## src/rtl/btb_pkg.sv

```systemverilog
// Shared constants for the MIPS branch target buffer.
// Counter encoding and the reset / allocation counter states.
package btb_pkg;

    localparam logic [1:0] CTR_SNT = 2'd0;
    localparam logic [1:0] CTR_WNT = 2'd1;
    localparam logic [1:0] CTR_WT  = 2'd2;
    localparam logic [1:0] CTR_ST  = 2'd3;

    localparam logic [1:0] CTR_RST   = CTR_WNT;
    localparam logic [1:0] CTR_ALLOC = CTR_WT;

    function automatic logic ctr_taken(input logic [1:0] c);
        return c[1];
    endfunction

endpackage

```

## src/rtl/btb_sat_ctr.sv

```systemverilog
// 2-bit saturating direction counter next-state function.
// Taken counts up towards ST, not-taken counts down towards SNT.
module btb_sat_ctr
    import btb_pkg::*;
(
    input  logic [1:0] ctr_i,
    input  logic       taken_i,
    output logic [1:0] ctr_o
);

    always_comb begin
        ctr_o = ctr_i;
        unique case (1'b1)
            (taken_i && (ctr_i != CTR_ST)):
                ctr_o = ctr_i + 2'd1;
            (!taken_i && (ctr_i != CTR_SNT)):
                ctr_o = ctr_i - 2'd1;
            default: ;
        endcase
    end

endmodule

```

## src/rtl/mips_btb_predictor.sv

```systemverilog
// Direct-mapped BTB with 2-bit direction counters, looked up in IF, trained in ID.
// Optional update/mispredict counters are built when BTB_STATS_EN is defined.
module mips_btb_predictor
    import btb_pkg::*;
#(
    parameter int ENTRIES = 16,
    parameter int PC_W    = 32
) (
    input  logic            CLK,
    input  logic            RESET,
    input  logic [PC_W-1:0] if_pc,
    output logic            pred_hit,
    output logic            pred_taken,
    output logic [PC_W-1:0] pred_target,
    input  logic            upd_en,
    input  logic [PC_W-1:0] upd_pc,
    input  logic            upd_taken,
    input  logic [PC_W-1:0] upd_target,
    input  logic            flush
`ifdef BTB_STATS_EN
    ,
    output logic [31:0]     stat_lookups,
    output logic [31:0]     stat_mispredicts
`endif
);

    localparam int IDX_W = $clog2(ENTRIES);
    localparam int TAG_W = PC_W - IDX_W - 2;

    logic             valid_q [ENTRIES];
    logic [TAG_W-1:0] tag_q   [ENTRIES];
    logic [PC_W-1:0]  tgt_q   [ENTRIES];
    logic [1:0]       ctr_q   [ENTRIES];

    logic [IDX_W-1:0] lk_idx;
    logic [TAG_W-1:0] lk_tag;
    logic             lk_hit;

    assign lk_idx = if_pc[IDX_W+1:2];
    assign lk_tag = if_pc[PC_W-1:IDX_W+2];
    assign lk_hit = valid_q[lk_idx] && (tag_q[lk_idx] == lk_tag);

    // Lookup sees registered state only; a same-cycle update is not bypassed.
    assign pred_hit    = lk_hit;
    assign pred_taken  = lk_hit && ctr_taken(ctr_q[lk_idx]);
    assign pred_target = lk_hit ? tgt_q[lk_idx] : '0;

    logic [IDX_W-1:0] up_idx;
    logic [TAG_W-1:0] up_tag;
    logic             up_hit;
    logic [1:0]       ctr_nxt;

    assign up_idx = upd_pc[IDX_W+1:2];
    assign up_tag = upd_pc[PC_W-1:IDX_W+2];
    assign up_hit = valid_q[up_idx] && (tag_q[up_idx] == up_tag);

    btb_sat_ctr u_sat_ctr (
        .ctr_i   (ctr_q[up_idx]),
        .taken_i (upd_taken),
        .ctr_o   (ctr_nxt)
    );

    logic       wr_ctr;
    logic       wr_tgt;
    logic       wr_alloc;
    logic [1:0] ctr_d;

    always_comb begin
        wr_ctr   = 1'b0;
        wr_tgt   = 1'b0;
        wr_alloc = 1'b0;
        ctr_d    = ctr_nxt;
        if (upd_en && !flush) begin
            if (up_hit) begin
                wr_ctr = 1'b1;
                wr_tgt = upd_taken;
            end else if (upd_taken) begin
                wr_alloc = 1'b1;
                wr_ctr   = 1'b1;
                wr_tgt   = 1'b1;
                ctr_d    = CTR_ALLOC;
            end
        end
    end

    always_ff @(posedge CLK or posedge RESET) begin
        if (RESET) begin
            for (int i = 0; i < ENTRIES; i++) begin
                valid_q[i] <= 1'b0;
                tag_q[i]   <= '0;
                tgt_q[i]   <= '0;
                ctr_q[i]   <= CTR_RST;
            end
        end else if (flush) begin
            for (int i = 0; i < ENTRIES; i++) begin
                valid_q[i] <= 1'b0;
            end
        end else begin
            if (wr_alloc) begin
                valid_q[up_idx] <= 1'b1;
                tag_q[up_idx]   <= up_tag;
            end
            if (wr_ctr) begin
                ctr_q[up_idx] <= ctr_d;
            end
            if (wr_tgt) begin
                tgt_q[up_idx] <= upd_target;
            end
        end
    end

`ifdef BTB_STATS_EN
    logic        up_pred;
    logic        up_mis;
    logic [31:0] look_q;
    logic [31:0] look_d;
    logic [31:0] mis_q;
    logic [31:0] mis_d;

    // A correct direction can still mispredict when the target moved.
    assign up_pred = up_hit && ctr_taken(ctr_q[up_idx]);
    assign up_mis  = (up_pred != upd_taken)
                   || (up_pred && upd_taken
                       && (tgt_q[up_idx] != upd_target));

    always_comb begin
        look_d = look_q;
        mis_d  = mis_q;
        if (upd_en && !flush) begin
            look_d = look_q + 32'd1;
            if (up_mis) begin
                mis_d = mis_q + 32'd1;
            end
        end
    end

    always_ff @(posedge CLK or posedge RESET) begin
        if (RESET) begin
            look_q <= '0;
            mis_q  <= '0;
        end else begin
            look_q <= look_d;
            mis_q  <= mis_d;
        end
    end

    assign stat_lookups     = look_q;
    assign stat_mispredicts = mis_q;
`endif

    logic unused_lsbs;
    assign unused_lsbs = ^{if_pc[1:0], upd_pc[1:0]};

endmodule

```

## config.mk

```make
export PLATFORM = sky130hd
export DESIGN_NAME = mips_btb_predictor
export DESIGN_NICKNAME = d
export VERILOG_FILES = /design/src/rtl/btb_pkg.sv /design/src/rtl/btb_sat_ctr.sv /design/src/rtl/mips_btb_predictor.sv
export SDC_FILE = /design/constraint.sdc
export NUM_CORES = 2
export LEC_CHECK = 0
export CAP_MARGIN = 15
export CORE_UTILIZATION = 61
export CTS_BUF_LIST = sky130_fd_sc_hd__clkbuf_8
export CTS_CLUSTER_DIAMETER = 100
export DETAILED_ROUTE_END_ITERATION = 6
export PLACE_DENSITY = 0.82
export SETUP_SLACK_MARGIN = 0.02
export SLEW_MARGIN = 0
export SYNTH_ARGS = -nofsm -noshare
export SYNTH_HDL_FRONTEND = slang
export SYNTH_HIERARCHICAL = 1
export SYNTH_SLANG_ARGS = --single-unit
```

## constraint.sdc

```tcl
create_clock -name CLK -period 99.6 [get_ports CLK]
set_input_delay 19.92 -clock CLK [delete_from_list [all_inputs] [get_ports CLK]]
set_output_delay 19.92 -clock CLK [all_outputs]
set_load 0.005 [all_outputs]
```

### Word-level counts from Yosys, hierarchy flattened

Cells that the tools add are included.

| word-level totals | value |
|---|---|
| bits in registers | 976 |
| input bits | 101 |
| logic and storage cells | 136 |

| cells by class | value |
|---|---|
| order comparisons | 3 |
| equal/unequal tests | 3 |
| bitwise gates (word level) | 4 |
| mux-type cells | 46 |
| reduce and logical (&&, ||, !) cells | 14 |
| $add $sub $neg | 2 |

Operator list:

| kind | number |
|---|---|
| bitwise mux 512 bit | 1 |
| bitwise mux 416 bit | 1 |
| binary-select mux 26 bit (select 4 bit) | 2 |
| 2-to-1 mux 26 bit | 5 |
| binary-select mux 32 bit (select 4 bit) | 1 |
| demux 32 bit (select 4 bit) | 1 |
| 2-to-1 mux 32 bit | 4 |
| demux 26 bit (select 4 bit) | 1 |
| == test 26 bit | 2 |
| bitwise mux 32 bit | 1 |
| 2-to-1 mux 16 bit | 2 |
| binary-select mux 2 bit (select 4 bit) | 2 |
| 2-to-1 mux 2 bit | 8 |
| OR 16 bit | 1 |
| 2-to-1 mux 1 bit | 12 |
| greater-or-equal comparator 5 bit (second input constant) | 2 |
| inverter 4 -> 5 bit | 2 |
| binary-select mux 1 bit (select 4 bit) | 2 |
| demux 2 bit (select 4 bit) | 1 |
| logical AND 1 bit | 7 |
| AND reduction 2 bit | 3 |
| < comparator 5 x 1 -> 1 bit (second input constant) | 1 |
| demux 1 bit (select 4 bit) | 1 |
| case mux 2 bit (2 select lines) | 1 |
| 6 further kinds | 8 |

### Longest topological paths before layout

| depth | value |
|---|---|
| depth in word-level cells | 11 |
| mapped depth | 15 |
| mapped depth without buffers | 8 |

### Modules after synthesis

The synthesis kept the hierarchy.

Modules (own cells, without submodules):

| module | sequential area each (um2) | cells an instance | times used | area an instance (um2) |
|---|---|---|---|---|
| mips_btb_predictor | 24443.4 | 3314 | 1 | 48908.2 |
| btb_sat_ctr | 0.0 | 5 | 1 | 25.0 |

### Worst setup path before layout

No wires, ideal clock.

| timing path | value |
|---|---|
| kind | input-to-output |
| from | in if_pc[4] |
| to | out pred_target[10] |
| required time | 79.680 ns |
| slack | 56.626 ns |
| arrival | 23.054 ns |
| buffers on the path | 6 |
| stages on the path | 9 |
| path through | buf_2 -> buf_1 -> clkbuf_1 -> buf_1 -> clkbuf_1 -> buf_1 -> mux4_2 -> mux4_2 -> and2_1 |

| on the way | value |
|---|---|
| longest elaborated chain between the ends | 7 |

Ends and longest elaborated chain:

| element | line | source |
|---|---|---|
| start, declared | mips_btb_predictor.sv:11 | `input logic [PC_W-1:0] if_pc,` |
| inverter 4 -> 5 bit (not written as such) (*) | mips_btb_predictor.sv:41, mips_btb_predictor.sv:46 |  |
| binary-select mux 26 bit (select 4 bit) | mips_btb_predictor.sv:41 | `assign lk_hit = valid_q[lk_idx] && (tag_q[lk_idx] == lk_tag);` |
| 2-to-1 mux 26 bit (not written as such) (2 in a row) | mips_btb_predictor.sv:41 |  |
| == test 26 bit | mips_btb_predictor.sv:41 |  |
| logical AND 1 bit | mips_btb_predictor.sv:41 |  |
| 2-to-1 mux 32 bit (*) | mips_btb_predictor.sv:46 | `assign pred_target = lk_hit ? tgt_q[lk_idx] : '0;` |
| end, declared | mips_btb_predictor.sv:14 | `output logic [PC_W-1:0] pred_target,` |

Every way passes the cells marked *; elsewhere a longest branch is shown, timed or not. The select of a mux whose other input is x is not followed.

### Worst setup path in the final report

| timing path | value |
|---|---|
| from | in if_pc[2] |
| to | out pred_target[29] |

Same word-level chain as after synthesis.

==> impl_summary.txt <==
----------------------------------------------------
[Place]
  Gp weighted congestion ... 0.892
  I/O Buffers ... 130
  Half-perimeter wire length of the detailed placement result ... 73,300 um

[Yosys]
  Share of flip-flops with an asynchronous set or reset after synthesis ... 1.00
  Distinct cell type count of the synthesized netlist ... 66
  Number of warnings printed during yosys synthesis ... 6
  Post-Synthesis Cells ... 3,319
  Library cell with the largest summed area after synthesis ... sky130_fd_sc_hd__dfrtp_1
  Share of the yosys chip area belonging to registers ... 0.500
  Number of enable flip-flop cells after synthesis ... 0
  Cells taking the most area after synthesis ... sky130_fd_sc_hd__dfrtp_1 49%, sky130_fd_sc_hd__mux4_2 18%, sky130_fd_sc_hd__mux2_2 13%
  Mean Syn Cell Area ... 14.7 um^2
  Synth Cell Area ... 48,900 um^2
  Fraction of synthesized cell area taken by the top area cell type ... 0.491
  Count of state elements after synthesis ... 976
  Flip-flop cell with the highest count after synthesis ... sky130_fd_sc_hd__dfrtp_1
  Net Count, Synth ... 3,420

[Clocking]
  CTS tree ... built
  Hold bufs inserted after CTS ... 0
  Clock transition at the registers of the reported paths ... 60 ps
  Number of buffers added by the clock tree synthesis step ... 162
  Gates resized, CTS repair ... 0
  H-tree depth ... 4
  Post-CTS repair timing setup buffer count ... 0
  Clk Tree Root Cell ... sky130_fd_sc_hd__clkbuf_8
  Clock sink total ... 976
  Maximum number of buffers from clock root to sink ... 3
  Clock latency reported for the late side of the worst-skew pair ... 840 ps

[Setup path]
  Number of cell instances on the worst register-to-register path ... 10
  Data arrival time of the critical path ... 25,820 ps
  Worst-path fanout max ... 57
  List of cells traversed by the critical path ... buf_8 -> buf_4 -> buf_4 -> mux4_2 -> nor2b_1 -> a211oi_1 -> a21oi_1 -> xnor2_1 -> and4_1 -> and4_2 -> and2_1 -> clkdlybuf4s50_1
  Master of the slowest instance on the critical path ... sky130_fd_sc_hd__buf_4
  Required time of the critical path ... 79,680 ps
  Crit path largest cell delay ... 890 ps
  Critical path depth in cells ... 12
  Worst path top cell family by delay ... buffers and inverters
  Category of the most critical setup path ... input port to output pin
  Buffers and inverters on the worst path ... 4
  Most frequent cell on the critical path ... sky130_fd_sc_hd__buf_4
  Setup slack, reg-to-reg ... 94,980 ps
  Sort of element at the start of the critical path ... input port
  Kind of end point of the critical path ... output pin

[Routing]
  Final antenna-violating net count ... 0
  Total iterations of the first detailed-routing run ... 7
  Wirelength, routed ... 128,000 um
  Wirelength per Cell ... 28.0 um
  Met1 WL ... 50,500 um
  Vias after detailed routing ... 30.7k
  Number of violations reported at the end of detailed-routing iteration 0 ... 3,286
  Routed via count divided by cell count ... 6.72
  Remaining design rule violation count ... 0
  Met3 wirelength from detailed routing ... 10,600 um
  Uppermost signal routing layer after detailed routing ... met5
  Met2 routed WL ... 61,600 um

[Pwr]
  Sum of internal, switching and leakage power ... 0.00101 W
  Sequential group share of total power ... 0.479
  Switching power as a share of total power ... 0.266
  Power density of the placed cells ... 18.5 nW/um^2
  Standby leakage power ... 24.9 nW
  Combinational share of power ... 0.148
  Peak VDD IR ... 0.0141 mV
  Clock share of power ... 0.373
  Internal Pwr Total ... 0.000739 W
  Sw Pwr ... 0.000267 W

[Cells and area]
  Most frequent cells in the layout ... 960 x sky130_fd_sc_hd__dfrtp_1, 565 x sky130_fd_sc_hd__mux2_2, 394 x sky130_fd_sc_hd__mux4_2
  Total of fill cells in the finished design ... 5,134
  Proportion of layout cells with a drive suffix above 1 ... 0.384
  Post-synthesis to final-layout area growth ... 11.1%
  Total number of nets in the final design ... 3,478
  Fin util ... 0.687
  Most common cell after layout, fill and taps aside ... sky130_fd_sc_hd__dfrtp_1

[Floorplan]
  Die area ... 81,400 um^2
  Placeable core region ... 79,100 um^2
  Top-level port count ... 135
  Initial standard-cell utilization of the core ... 0.618
  Standard-cell row count ... 103
  Horizontal die dimension ... 285 um
  Die H ... 285 um

[Hold path]
  WHS Path Cells ... 2
  Type of the worst min-delay path ... flop to flop

[Run status]
  Run status ... completed

[Timing]
  Unrepaired setup endpoints after global routing ... no
  Tightest Pin Transition ... 1210 ps
  Minimum clock period ... 45,740 ps
  Final-report hold violation count ... 0
  Max Clock Skew ... 34.5 ps
  Endpoints failing setup ... 0
  Max_slew headroom ... 0.192
  TNS Setup ... 0 ps
  Achievable clock frequency ... 0.0219 GHz
  Final worst-path cycle share ... 0.459
  Slew Viols, Final ... 0

[GRT]
  Overflow left after global routing ... 0
  GRT Resource Usage Total ... 0.324
  Number of global-route vias before repair ... 33.1k
  Wire length of the first global-routing pass ... 199,000 um
  Antenna violations before repair ... 14
  Pin count of the biggest net entering global routing ... 193

[Flow run]
  Max-Cap Viols ... 0

----------------------------------------------------
tightest hold or removal path, delay by kind of cell (launching register included):
family,cells,cell delay (ps)
AND/OR/NAND/NOR,2,100
flip-flops,1,340
flip-flops by register name (all words and copies together), names as in the netlist:
register,count
tgt_q,512
tag_q,416
ctr_q,32
valid_q,16
synthesized netlist by cell type (9+ instances only):
cell and count:
sky130_fd_sc_hd__dfrtp_1 960, sky130_fd_sc_hd__mux2_2 565, sky130_fd_sc_hd__mux4_2 394, sky130_fd_sc_hd__nand2_1 325, sky130_fd_sc_hd__mux2_1 282, sky130_fd_sc_hd__clkbuf_1 182, sky130_fd_sc_hd__mux2i_1 66, sky130_fd_sc_hd__nor2_1 60
sky130_fd_sc_hd__buf_1 40, sky130_fd_sc_hd__buf_2 39, sky130_fd_sc_hd__inv_1 37, sky130_fd_sc_hd__and2_1 36, sky130_fd_sc_hd__xnor2_1 35, sky130_fd_sc_hd__buf_6 31, sky130_fd_sc_hd__nor2b_1 27, sky130_fd_sc_hd__a22oi_1 17
sky130_fd_sc_hd__a221o_1 16, sky130_fd_sc_hd__a221oi_1 16, sky130_fd_sc_hd__dfstp_2 16, sky130_fd_sc_hd__xor2_1 14, sky130_fd_sc_hd__a21oi_1 13, sky130_fd_sc_hd__o21ai_1 11, sky130_fd_sc_hd__o21ai_0 10, sky130_fd_sc_hd__o21ai_4 10
sky130_fd_sc_hd__o22ai_1 10, sky130_fd_sc_hd__nand3_1 9
worst paths after layout:
| check | startpoint | to |
|---|---|---|
| max | if_pc[2] | pred_target[29] |
| min | tgt_q[471]$_DFFE_PP0P_ | tgt_q[471]$_DFFE_PP0P_ |
| min in group asynchronous | RESET | ctr_q[23]$_DFFE_PP0P_ |
| min reg2reg | tgt_q[471]$_DFFE_PP0P_ | tgt_q[471]$_DFFE_PP0P_ |
| max in group asynchronous | RESET | tgt_q[226]$_DFFE_PP0P_ |
| max reg2reg | tag_q[126]$_DFFE_PP0P_ | tag_q[313]$_DFFE_PP0P_ |
power groups by stage:
stage | registers (W) | logic, W | clock network, W
after floorplan | 0.000477 | 0.000117 | 0
after global placement | 0.000480 | 0.000141 | 0
after detailed placement | 0.000487 | 0.000148 | 0
after CTS | 0.000480 | 0.000149 | 0.000380
after global routing | 0.000487 | 0.000160 | 0.000398
final | 0.000482 | 0.000149 | 0.000375
routing by layer:
layer,vias to the layer above,global-route usage
met2,1472,0.507
li1,12468,-
met3,360,0.0679
met5,-,0
met4,6,0.147
met1,16409,0.442
cell families after synthesis:
group,Yosys count,share of synthesized area
compound gates,135,0.0226
xor+xnor,49,0.00877
buf+inv,337,0.0321
flops,976,0.500
mux,1308,0.390
simple gates,514,0.0468
cell type report:
type	count	area (um^2)	area share
antenna	12	30.0	0.000552
tap	1050	1310	0.0242
clock inverter	90	688	0.0127
multi-input combinational	2006	23100	0.425
inverter	39	154	0.00283
clock buffer	203	2790	0.0514
timing repair buffer	192	1860	0.0342
sequential	976	24400	0.449
metrics by stage:
| step | setup slack, ps | cells | cell area [um^2] | hold slack, ps |
|---|---|---|---|---|
| after floorplan | 52250 | 3319 | 48900 | 441 |
| after global placement | 53960 | 4259 | 50800 | 454 |
| after detailed placement | 53870 | 4259 | 50800 | 458 |
| after CTS | 53860 | 4552 | 54300 | 472 |
| after global routing | 53570 | 4565 | 54400 | 483 |
| final | 53860 | 4568 | 54400 | 473 |
(Power assumes the default switching activity.)
